--- config.mk ---
export PLATFORM = sky130hd
export DESIGN_NAME = axis_uart_tx_cfg
export DESIGN_NICKNAME = d
export VERILOG_FILES = /design/src/rtl/axis_uart_tx_cfg.sv
export SDC_FILE = /design/constraint.sdc
export NUM_CORES = 1
export LEC_CHECK = 0
export ABC_AREA = 0
export BUFFER_PORTS_ARGS = -buffer_cell sky130_fd_sc_hd__buf_2
export CAP_MARGIN = 25
export CORE_MARGIN = 2
export CORE_UTILIZATION = 52
export CTS_CLUSTER_DIAMETER = 50
export DETAILED_ROUTE_END_ITERATION = 7
export GPL_TIMING_DRIVEN = 0
export HOLD_SLACK_MARGIN = 0.06
export MAX_ROUTING_LAYER = met4
export PLACE_DENSITY = 0.81
export SYNTH_ARGS = -nofsm -noshare
export SYNTH_HDL_FRONTEND = slang
export SYNTH_SLANG_ARGS = --single-unit
--- constraint.sdc ---
create_clock -name clk -period 5.8 [get_ports clk]
set_clock_uncertainty 0.1 [all_clocks]
set_input_delay 0.58 -clock clk [delete_from_list [all_inputs] [get_ports clk]]
set_output_delay 0.58 -clock clk [all_outputs]
set_load 0.01 [all_outputs]
--- src/rtl/axis_uart_tx_cfg.sv ---
// axis_uart_tx_cfg: runtime-configurable UART transmitter fed by an AXI-Stream slave port.
// Latency: txd falls on the accept edge; tready returns (1+N+P+S)*DIV clocks later, plus GAP_BITS*DIV after tlast.
// Backpressure: s_axis_tready is high only in IDLE (and not in reset), so exactly one word is held per frame.
//
// Build option: define AXIS_UART_TX_PARITY_EN to include the PARITY state and parity generator;
// when undefined cfg_parity is ignored and no parity bit is ever sent.
//
// Ports:
//   clk, rst                     clock, asynchronous active-high reset
//   s_axis_tdata/tvalid/tlast    input word (LSB first on the line), valid, end-of-packet (adds idle gap)
//   s_axis_tready                word accepted on an edge where tvalid && tready
//   cfg_div                      clocks per bit (0/1 select CLK_RATE/BAUD)
//   cfg_data_bits                data bits per frame, clamped to 5..DATA_W
//   cfg_parity                   00/11 none, 01 even, 10 odd
//   cfg_stop2                    0 one stop bit, 1 two stop bits
//   txd                          registered serial line, idle high
//   busy                         high whenever a frame (or its gap) is in progress
//   frame_done                   one-cycle pulse on the last clock of the frame including any gap
module axis_uart_tx_cfg #(
    parameter int CLK_RATE = 100000000,
    parameter int BAUD     = 115200,
    parameter int DATA_W   = 8,
    parameter int DIV_W    = 16,
    parameter int GAP_BITS = 2
) (
    input  logic              clk,
    input  logic              rst,
    input  logic [DATA_W-1:0] s_axis_tdata,
    input  logic              s_axis_tvalid,
    input  logic              s_axis_tlast,
    output logic              s_axis_tready,
    input  logic [DIV_W-1:0]  cfg_div,
    input  logic [3:0]        cfg_data_bits,
    input  logic [1:0]        cfg_parity,
    input  logic              cfg_stop2,
    output logic              txd,
    output logic              busy,
    output logic              frame_done
);

    localparam logic [DIV_W-1:0] DEF_DIV  = DIV_W'(CLK_RATE / BAUD);
    localparam logic [3:0]       DATA_W4  = 4'(DATA_W);
    localparam logic [3:0]       GAP_LAST = (GAP_BITS > 0) ? 4'(GAP_BITS - 1) : 4'd0;

`ifdef AXIS_UART_TX_PARITY_EN
    typedef enum logic [2:0] {
        IDLE   = 3'd0,
        START  = 3'd1,
        DATA   = 3'd2,
        PARITY = 3'd3,
        STOP   = 3'd4,
        GAP    = 3'd5
    } state_t;
`else
    typedef enum logic [2:0] {
        IDLE   = 3'd0,
        START  = 3'd1,
        DATA   = 3'd2,
        STOP   = 3'd4,
        GAP    = 3'd5
    } state_t;
`endif

    state_t            state_q, state_d;
    logic [DIV_W-1:0]  baud_q, baud_d;
    logic [3:0]        bit_q, bit_d;       // data bit index in DATA, stop bit index in STOP
    logic [3:0]        gap_q, gap_d;       // bit periods elapsed in GAP
    logic [DATA_W-1:0] shreg_q, shreg_d;
    logic              txd_q, txd_d;
    logic [DIV_W-1:0]  div_m1_q, div_m1_d; // latched divisor minus one
    logic [3:0]        nbits_m1_q, nbits_m1_d;
    logic              stop2_q, stop2_d;
    logic              last_q, last_d;

    logic [DIV_W-1:0]  eff_div;
    logic [3:0]        nbits_eff;
    logic              accept;
    logic              bit_end;
    logic              frame_done_c;

    assign s_axis_tready = (state_q == IDLE) && !rst;
    assign accept        = s_axis_tvalid && s_axis_tready;
    assign bit_end       = (baud_q == div_m1_q);

    // 0 and 1 are not usable divisors, so both fall back to the build-time rate.
    assign eff_div   = (cfg_div[DIV_W-1:1] == '0) ? DEF_DIV : cfg_div;
    assign nbits_eff = (cfg_data_bits < 4'd5)    ? 4'd5    :
                       (cfg_data_bits > DATA_W4) ? DATA_W4 : cfg_data_bits;

`ifdef AXIS_UART_TX_PARITY_EN
    logic              par_en_q, par_en_d;
    logic              par_bit_q, par_bit_d;
    logic [DATA_W-1:0] data_mask;
    logic              par_calc;

    // Parity covers only the bits actually sent; higher tdata bits are masked off.
    always_comb begin
        data_mask = '0;
        for (int i = 0; i < DATA_W; i++) begin
            if (i < int'(nbits_eff)) data_mask[i] = 1'b1;
        end
    end
    assign par_calc = ^(s_axis_tdata & data_mask);
`else
    logic unused_parity;
    assign unused_parity = ^cfg_parity;
`endif

    always_comb begin
        state_d      = state_q;
        baud_d       = baud_q;
        bit_d        = bit_q;
        gap_d        = gap_q;
        shreg_d      = shreg_q;
        txd_d        = txd_q;
        div_m1_d     = div_m1_q;
        nbits_m1_d   = nbits_m1_q;
        stop2_d      = stop2_q;
        last_d       = last_q;
`ifdef AXIS_UART_TX_PARITY_EN
        par_en_d     = par_en_q;
        par_bit_d    = par_bit_q;
`endif
        frame_done_c = 1'b0;

        if (state_q != IDLE) begin
            baud_d = bit_end ? '0 : baud_q + 1'b1;
        end

        case (state_q)
            IDLE: begin
                txd_d = 1'b1;
                if (accept) begin
                    // Everything that shapes the frame is captured here; cfg changes
                    // mid-frame only affect the next word.
                    state_d    = START;
                    txd_d      = 1'b0;
                    baud_d     = '0;
                    bit_d      = '0;
                    gap_d      = '0;
                    shreg_d    = s_axis_tdata;
                    div_m1_d   = eff_div - 1'b1;
                    nbits_m1_d = nbits_eff - 4'd1;
                    stop2_d    = cfg_stop2;
                    last_d     = s_axis_tlast;
`ifdef AXIS_UART_TX_PARITY_EN
                    par_en_d   = (cfg_parity == 2'b01) || (cfg_parity == 2'b10);
                    par_bit_d  = par_calc ^ (cfg_parity == 2'b10);
`endif
                end
            end
            START: begin
                if (bit_end) begin
                    state_d = DATA;
                    txd_d   = shreg_q[0];
                end
            end
            DATA: begin
                if (bit_end) begin
                    if (bit_q == nbits_m1_q) begin
                        bit_d = '0;
`ifdef AXIS_UART_TX_PARITY_EN
                        if (par_en_q) begin
                            state_d = PARITY;
                            txd_d   = par_bit_q;
                        end else begin
                            state_d = STOP;
                            txd_d   = 1'b1;
                        end
`else
                        state_d = STOP;
                        txd_d   = 1'b1;
`endif
                    end else begin
                        // Next bit is shreg_q[1] now; shift so it sits at [0] afterwards.
                        bit_d   = bit_q + 4'd1;
                        shreg_d = shreg_q >> 1;
                        txd_d   = shreg_q[1];
                    end
                end
            end
`ifdef AXIS_UART_TX_PARITY_EN
            PARITY: begin
                if (bit_end) begin
                    state_d = STOP;
                    txd_d   = 1'b1;
                    bit_d   = '0;
                end
            end
`endif
            STOP: begin
                txd_d = 1'b1;
                if (bit_end) begin
                    if (stop2_q && (bit_q == 4'd0)) begin
                        bit_d = 4'd1;
                    end else if (last_q && (GAP_BITS > 0)) begin
                        state_d = GAP;
                        gap_d   = '0;
                    end else begin
                        state_d      = IDLE;
                        frame_done_c = 1'b1;
                    end
                end
            end
            GAP: begin
                txd_d = 1'b1;
                if (bit_end) begin
                    if (gap_q == GAP_LAST) begin
                        state_d      = IDLE;
                        frame_done_c = 1'b1;
                    end else begin
                        gap_d = gap_q + 4'd1;
                    end
                end
            end
            default: begin
                state_d = IDLE;
                txd_d   = 1'b1;
            end
        endcase
    end

    always_ff @(posedge clk or posedge rst) begin
        if (rst) begin
            state_q    <= IDLE;
            baud_q     <= '0;
            bit_q      <= '0;
            gap_q      <= '0;
            shreg_q    <= '0;
            txd_q      <= 1'b1;
            div_m1_q   <= '0;
            nbits_m1_q <= '0;
            stop2_q    <= 1'b0;
            last_q     <= 1'b0;
`ifdef AXIS_UART_TX_PARITY_EN
            par_en_q   <= 1'b0;
            par_bit_q  <= 1'b0;
`endif
        end else begin
            state_q    <= state_d;
            baud_q     <= baud_d;
            bit_q      <= bit_d;
            gap_q      <= gap_d;
            shreg_q    <= shreg_d;
            txd_q      <= txd_d;
            div_m1_q   <= div_m1_d;
            nbits_m1_q <= nbits_m1_d;
            stop2_q    <= stop2_d;
            last_q     <= last_d;
`ifdef AXIS_UART_TX_PARITY_EN
            par_en_q   <= par_en_d;
            par_bit_q  <= par_bit_d;
`endif
        end
    end

    assign txd        = txd_q;
    assign busy       = (state_q != IDLE);
    assign frame_done = frame_done_c;

endmodule

==> results of run 1 <==
## synth_stat cells (all sizes together) (3+ instances only)
| master | count |
|---|---|
| a21oi | 9 |
| a31oi | 3 |
| and2 | 4 |
| and3 | 3 |
| buf | 6 |
| clkbuf | 8 |
| dfrtp | 57 |
| ha | 7 |
| inv | 8 |
| mux2 | 10 |
| mux2i | 4 |
| nand2 | 59 |
| nand2b | 6 |
| nand3 | 13 |
| nand3b | 3 |
| nand4 | 7 |
| nor2 | 36 |
| nor2b | 6 |
| nor3 | 8 |
| nor4 | 8 |
| o21ai | 22 |
| o311ai | 4 |
| or3 | 3 |
| xnor2 | 16 |
| xor2 | 32 |
## final cells by class
class	instances	area (µm²)
Clock buffer	9	124
Tap cell	77	96.3
Fill cell	532	2450
Multi-Input combinational cell	291	1910
Timing Repair Buffer	37	200
Inverter	8	30.0
Buffer	14	66.3
Clock inverter	7	60.1
Sequential cell	58	1450
## power breakdown
group	switching [µW]	internal, µW
clock network	162	193
logic	165	137
registers	64.1	469
## layer usage
| metal | global-route usage [%] | part of all wire [%] |
|---|---|---|
| met3 | 4.33 | 4.2 |
| met2 | 35.0 | 46 |
| met5 | - | 0 |
| met4 | 8.95 | 1.8 |
| met1 | 29.0 | 48 |
## registers in the layout (all words and copies together), names as in the netlist
signal and cells:
last_q 1, shreg_q 8, bit_q 4, state_q 3, gap_q 4, div_m1_q 16
stop2_q 1, nbits_m1_q 4, txd 1, baud_q 16
## worst paths after layout
path,endpoint
min reg2reg,stop2_q$_DFFE_PP0P_
max reg2reg,shreg_q[1]$_DFFE_PP0P_
min,shreg_q[4]$_DFFE_PP0P_
max in group asynchronous,gap_q[0]$_DFFE_PP0P_
max,div_m1_q[14]$_DFFE_PP0P_
min in group clk,stop2_q$_DFFE_PP0P_
## per-stage QoR
step	utilization [%]	cell area [µm²]	instances	power, µW
after detailed placement	58.8	3760	485	839
after floorplan	-	3460	371	758
final	61.7	3940	501	1190
after global routing	61.7	3940	501	1250
after global placement	58.5	3740	484	821
after CTS	61.7	3940	501	1190
## cell families (layout without fill, tap and decap cells)
| kind of cell | count (synthesis) | after routing |
|---|---|---|
| compound gates | 51 | 51 |
| xor+xnor | 48 | 48 |
| fa+ha+maj | 7 | 7 |
| buf+inv | 22 | 75 |
| flops | 58 | 58 |
| mux | 14 | 14 |
| simple gates | 171 | 171 |
## worst max-delay path, stage by stage
cell and delay [ns]:
buf_2 0.13, nor4_1 0.65, nand4bb_1 0.16, clkbuf_1 0.23
nand2_1 0.12, ha_1 0.19, nor4b_1 0.70, nand4_1 0.21
xor2_1 0.19, o21ai_0 0.14
==> results_dict.tcl, run 1 <==
set metrics [dict create \
    crit_arrival_ns 3.29 \
    multiplexer_share_of_the_synthesized_area_pct 5.17 \
    synth.net_count 413 \
    launching_element_of_the_worst_setup_path "cfg_div[13]" \
    hold_path_class "in2async" \
    clock_latency_ns 0.35 \
    drt-pass1-iter-count 4 \
    slew_viol_final 0 \
    via_cell_ratio 5.60 \
    max_cap_violations 0 \
    yosysWarningCount 0 \
    final.setup.tns_ns 0 \
    clock_edge_transition_at_the_registers_on_the_reported_setup_and_hold_paths_ns 0.07 \
    postCtsHoldBufs 0 \
    fin_ws_ns 2.67 \
    htreeDepth 3 \
    synthAdderAreaFrac_pct 2.53 \
    r2r.worst_path.cells 5 \
    gp_congestion 0.904 \
    area.growth.synth_to_final_pct 13.9 \
    synth.avg_cell_area_um2 9.32 \
    maximum_buffer_depth_of_the_clock_tree 2 \
    hpwl_um 5370 \
    run_status "complete, no violations" \
    io_pins 39 \
    drtAntennaViolNets 0 \
    netlist_top_cells_area "dfrtp_1 41%, xor2_1 8.1%, nand2_1 6.4%, xnor2_1 4.1%, nor2_1 3.8%" \
    globalRouteTotalUtil_pct 22.4 \
    number_of_unique_standard_cell_types_used_by_synthesis 58 \
    wire_length_of_the_first_global_routing_pass_um 12600 \
    vdd_ir_drop_max_mv 0.171 \
    synth_compound_gate_area_share_pct 9.69 \
    ys_ff_latch 58 \
    netlist.area_leader.share_pct 41.2 \
    preCtsSetupSlack_ns 2.36 \
    initial_core_util_pct 54.2 \
    floorplan.die.width_um 85.6 \
    p_leak_uw 0.00181 \
    yosys.area_share.simple_pct 25.7 \
    post_synth_instance_area_um2 3460 \
    global_route.overflow_total 0 \
    diodes 0 \
    rsz_0062_raised_after_global_routing "false" \
    layout.nets 461 \
    placeableCoreArea_um2 6390 \
    timing.critical_path.to_type "register" \
    cts-root-buf "clkbuf_8" \
    worst_slew_pin_slew_ns 0.835 \
    worstSetupStartpointType "input pin" \
    drc_errors 0 \
    power_density_nw_per_um2 302 \
    die_h_um 85.6 \
    crit_fanout 9 \
    fmax_mhz 319 \
    postCtsSetupRepairBufs 0 \
    first_global_vias 2760 \
    drive_gt1_share_pct 20.5 \
    cts_tree "yes" \
    gate_count_post_synth 371 \
    r2r_setup_slack_ns 3.46 \
    io_buffers 36 \
    slew_headroom_pct 43.6 \
    cts_num_sinks 58 \
    dominant_register_cell_in_the_synthesized_netlist "dfrtp_1" \
    route.final.wire_length_um 7310 \
    ff_to_ff_start "baud_q[9]$_DFF_PP0_" \
    largest_family_of_logic_cells_by_synthesized_area "simple AND/OR/NAND/NOR gates" \
    portion_of_the_post_synthesis_area_used_by_sequential_elements_pct 42.0 \
    core.rowCount 29 \
    routed_wire_length_per_instance_um 14.6 \
    antenna_found_initial 0 \
    design.die.area_um2 7320 \
    cts-resized-gates 0 \
    critical_setup_path_class "in2reg" \
    synth_area_leader_cell "dfrtp_1" \
    route.vias.total 2804 \
    detailedRoute.firstIterationViolations 339 \
    timing.hold.ws_ns 0.101 \
    hold_viol 0 \
    cp_data_required_time_ns 5.96 \
    final_cell_mix "59 x nand2_1, 57 x dfrtp_1, 41 x buf_2" \
    synthArstFlopShare_pct 100 \
    fin_crit_ns 3.13 \
    total_of_endpoints_with_negative_setup_slack_in_the_final_report 0 \
    largest_net_degree_at_the_start_of_global_routing 46 \
    cts_buffers 9 \
    synth_edf_count 0 \
    crit_share_post_route_pct 54.0 \
    layout.cells.most_common "nand2_1" \
    post_synth_xor_xnor_area_pct 12.2 \
]
Note: power is estimated with default switching activity, not from simulation.
==> run 2: changes to the inputs <==
==> constraint.sdc (replaced) <==
create_clock -name clk -period 3.2 [get_ports clk]
set_clock_uncertainty 0.1 [all_clocks]
set_input_delay 0.32 -clock clk [delete_from_list [all_inputs] [get_ports clk]]
set_output_delay 0.32 -clock clk [all_outputs]
set_load 0.01 [all_outputs]
==> run 2 against run 1 <==
Net effect: global-route usage barely moved; flip-flop and latch count did not move; count of clock-buffer cells in the layout did not move; routed wire length rose by 0.14%; sequential power rose by 81%; clock power rose by 81%; critical path depth did not move; critical endpoint unchanged; largest cell class unchanged.
==> results_dict.tcl, run 2 (synthesis results as in run 1) <==
set metrics [dict create \
    wire_length_of_the_first_global_routing_pass_um 12600 \
    fin_crit_ns 2.87 \
    slew_viol_final 0 \
    final.setup.tns_ns 0 \
    gp_congestion 0.904 \
    clock_edge_transition_at_the_registers_on_the_reported_setup_and_hold_paths_ns 0.07 \
    hpwl_um 5370 \
    met1_length_um 3460 \
    cts_tree "yes" \
    area.growth.synth_to_final_pct 14.5 \
    drt-pass1-iter-count 5 \
    biggest_regs "baud_q: 16 flops, div_m1_q: 16 flops, shreg_q: 8 flops" \
    diodes 0 \
    floorplan.die.width_um 85.6 \
    top_signal_layer_used "met4" \
    routed-wl-met2_um 3430 \
    core.rowCount 29 \
    cts_num_sinks 58 \
    hold_path_class "in2reg" \
    vdd_ir_drop_max_mv 0.312 \
    route.vias.total 2818 \
    rsz_0062_raised_after_global_routing "false" \
    p_leak_uw 0.00182 \
    detailroute.wirelength.met3_um 337 \
    largest_net_degree_at_the_start_of_global_routing 46 \
    timing.critical_path.to_type "register" \
    global_route.overflow_total 0 \
    route.final.wire_length_um 7320 \
    slew_headroom_pct 43.6 \
    critical_setup_path_class "in2reg" \
    hold_depth 3 \
    htreeDepth 3 \
    via_cell_ratio 5.60 \
    drive_gt1_share_pct 20.4 \
    max_cap_violations 0 \
    fmax_mhz 349 \
    io_pins 39 \
    layout.cells.most_common "nand2_1" \
    first_global_vias 2766 \
    hold_viol 0 \
    globalRouteTotalUtil_pct 22.5 \
    timing.hold.ws_ns 0.0970 \
    crit_share_post_route_pct 89.7 \
    cts_buffers 9 \
    clock_latency_ns 0.34 \
    power_density_nw_per_um2 545 \
    drc_errors 0 \
    crit_fanout 9 \
    placeableCoreArea_um2 6390 \
    cp_data_required_time_ns 3.36 \
    initial_core_util_pct 54.2 \
    antenna_found_initial 0 \
    worst_slew_pin_slew_ns 0.835 \
    design.die.area_um2 7320 \
    total_of_endpoints_with_negative_setup_slack_in_the_final_report 0 \
    postCtsSetupRepairBufs 0 \
    run_status "complete, no violations" \
    worstSetupStartpointType "input pin" \
    crit_arrival_ns 3.03 \
    die_h_um 85.6 \
    cts-root-buf "clkbuf_8" \
    drtAntennaViolNets 0 \
    final_cell_mix "59 x nand2_1, 57 x dfrtp_1, 41 x buf_2" \
    routed_wire_length_per_instance_um 14.5 \
    filler_cell_count 530 \
    io_buffers 36 \
    r2r.worst_path.cells 7 \
    final_total_power_uw 2160 \
    layout.nets 463 \
    maximum_buffer_depth_of_the_clock_tree 2 \
    detailedRoute.firstIterationViolations 320 \
]
## run 2: cell type report
cell class | count | area, µm² | area share [%]
buffer | 14 | 66.3 | 1.67
timing repair buffer | 39 | 220 | 5.56
sequential | 58 | 1450 | 36.7
clock buffer | 9 | 124 | 3.13
inverter | 8 | 30.0 | 0.758
multi-input combinational | 291 | 1910 | 48.2
clock inverter | 7 | 60.1 | 1.52
tap | 77 | 96.3 | 2.43
## run 2: metal layers
layer  GRT usage, %  vias up
met1           29.0     1339
li1               -     1387
met4           8.95        0
met3           4.33        8
met2           35.2       84
met5              -        -
## run 2: critical path: stages
cell and delay, ns:
buf_2 0.13, nor4_1 0.65, nand4bb_1 0.16, clkbuf_1 0.23, nand2_1 0.12, ha_1 0.19, nor4b_1 0.70, nand4_1 0.21
xor2_1 0.19, o21ai_0 0.14
## run 2: through the flow
step | setup slack, ns | cells | util (%) | cell area [µm²]
2_1_floorplan | 0.605 | 371 | - | 3460
3_3_place_gp | 0.104 | 484 | 58.5 | 3740
3_5_place_dp | 0.0186 | 485 | 58.8 | 3760
4_1_cts | 0.372 | 503 | 62.0 | 3960
5_1_grt | 0.136 | 503 | 62.0 | 3960
6_report | 0.331 | 503 | 62.0 | 3960
## run 2: worst paths after layout
kind                                 startpoint                        to  slack [ns]
min in group asynchronous                   rst    shreg_q[6]$_DFFE_PP0P_        0.41
max in group asynchronous                   rst      gap_q[0]$_DFFE_PP0P_        2.05
setup / recovery                    cfg_div[13]  div_m1_q[14]$_DFFE_PP0P_        0.33
setup reg to reg           bit_q[0]$_DFFE_PP0P_      gap_q[1]$_DFFE_PP0P_        0.86
hold reg to reg             stop2_q$_DFFE_PP0P_       stop2_q$_DFFE_PP0P_        0.38
hold / removal                  s_axis_tdata[7]    shreg_q[7]$_DFFE_PP0P_         0.1
## run 2: repair_timing
item                                   in CTS  in global routing
hold buffers                                2                  0
resized for setup                           0                  0
endpoints found under the hold margin      13                  0
## run 2: power breakdown
part / total [µW] / internal, µW / switching [µW]
clock: 644 / 350 / 293
combinational: 550 / 251 / 299
sequential: 966 / 850 / 116
total: 2160 / 1450 / 708
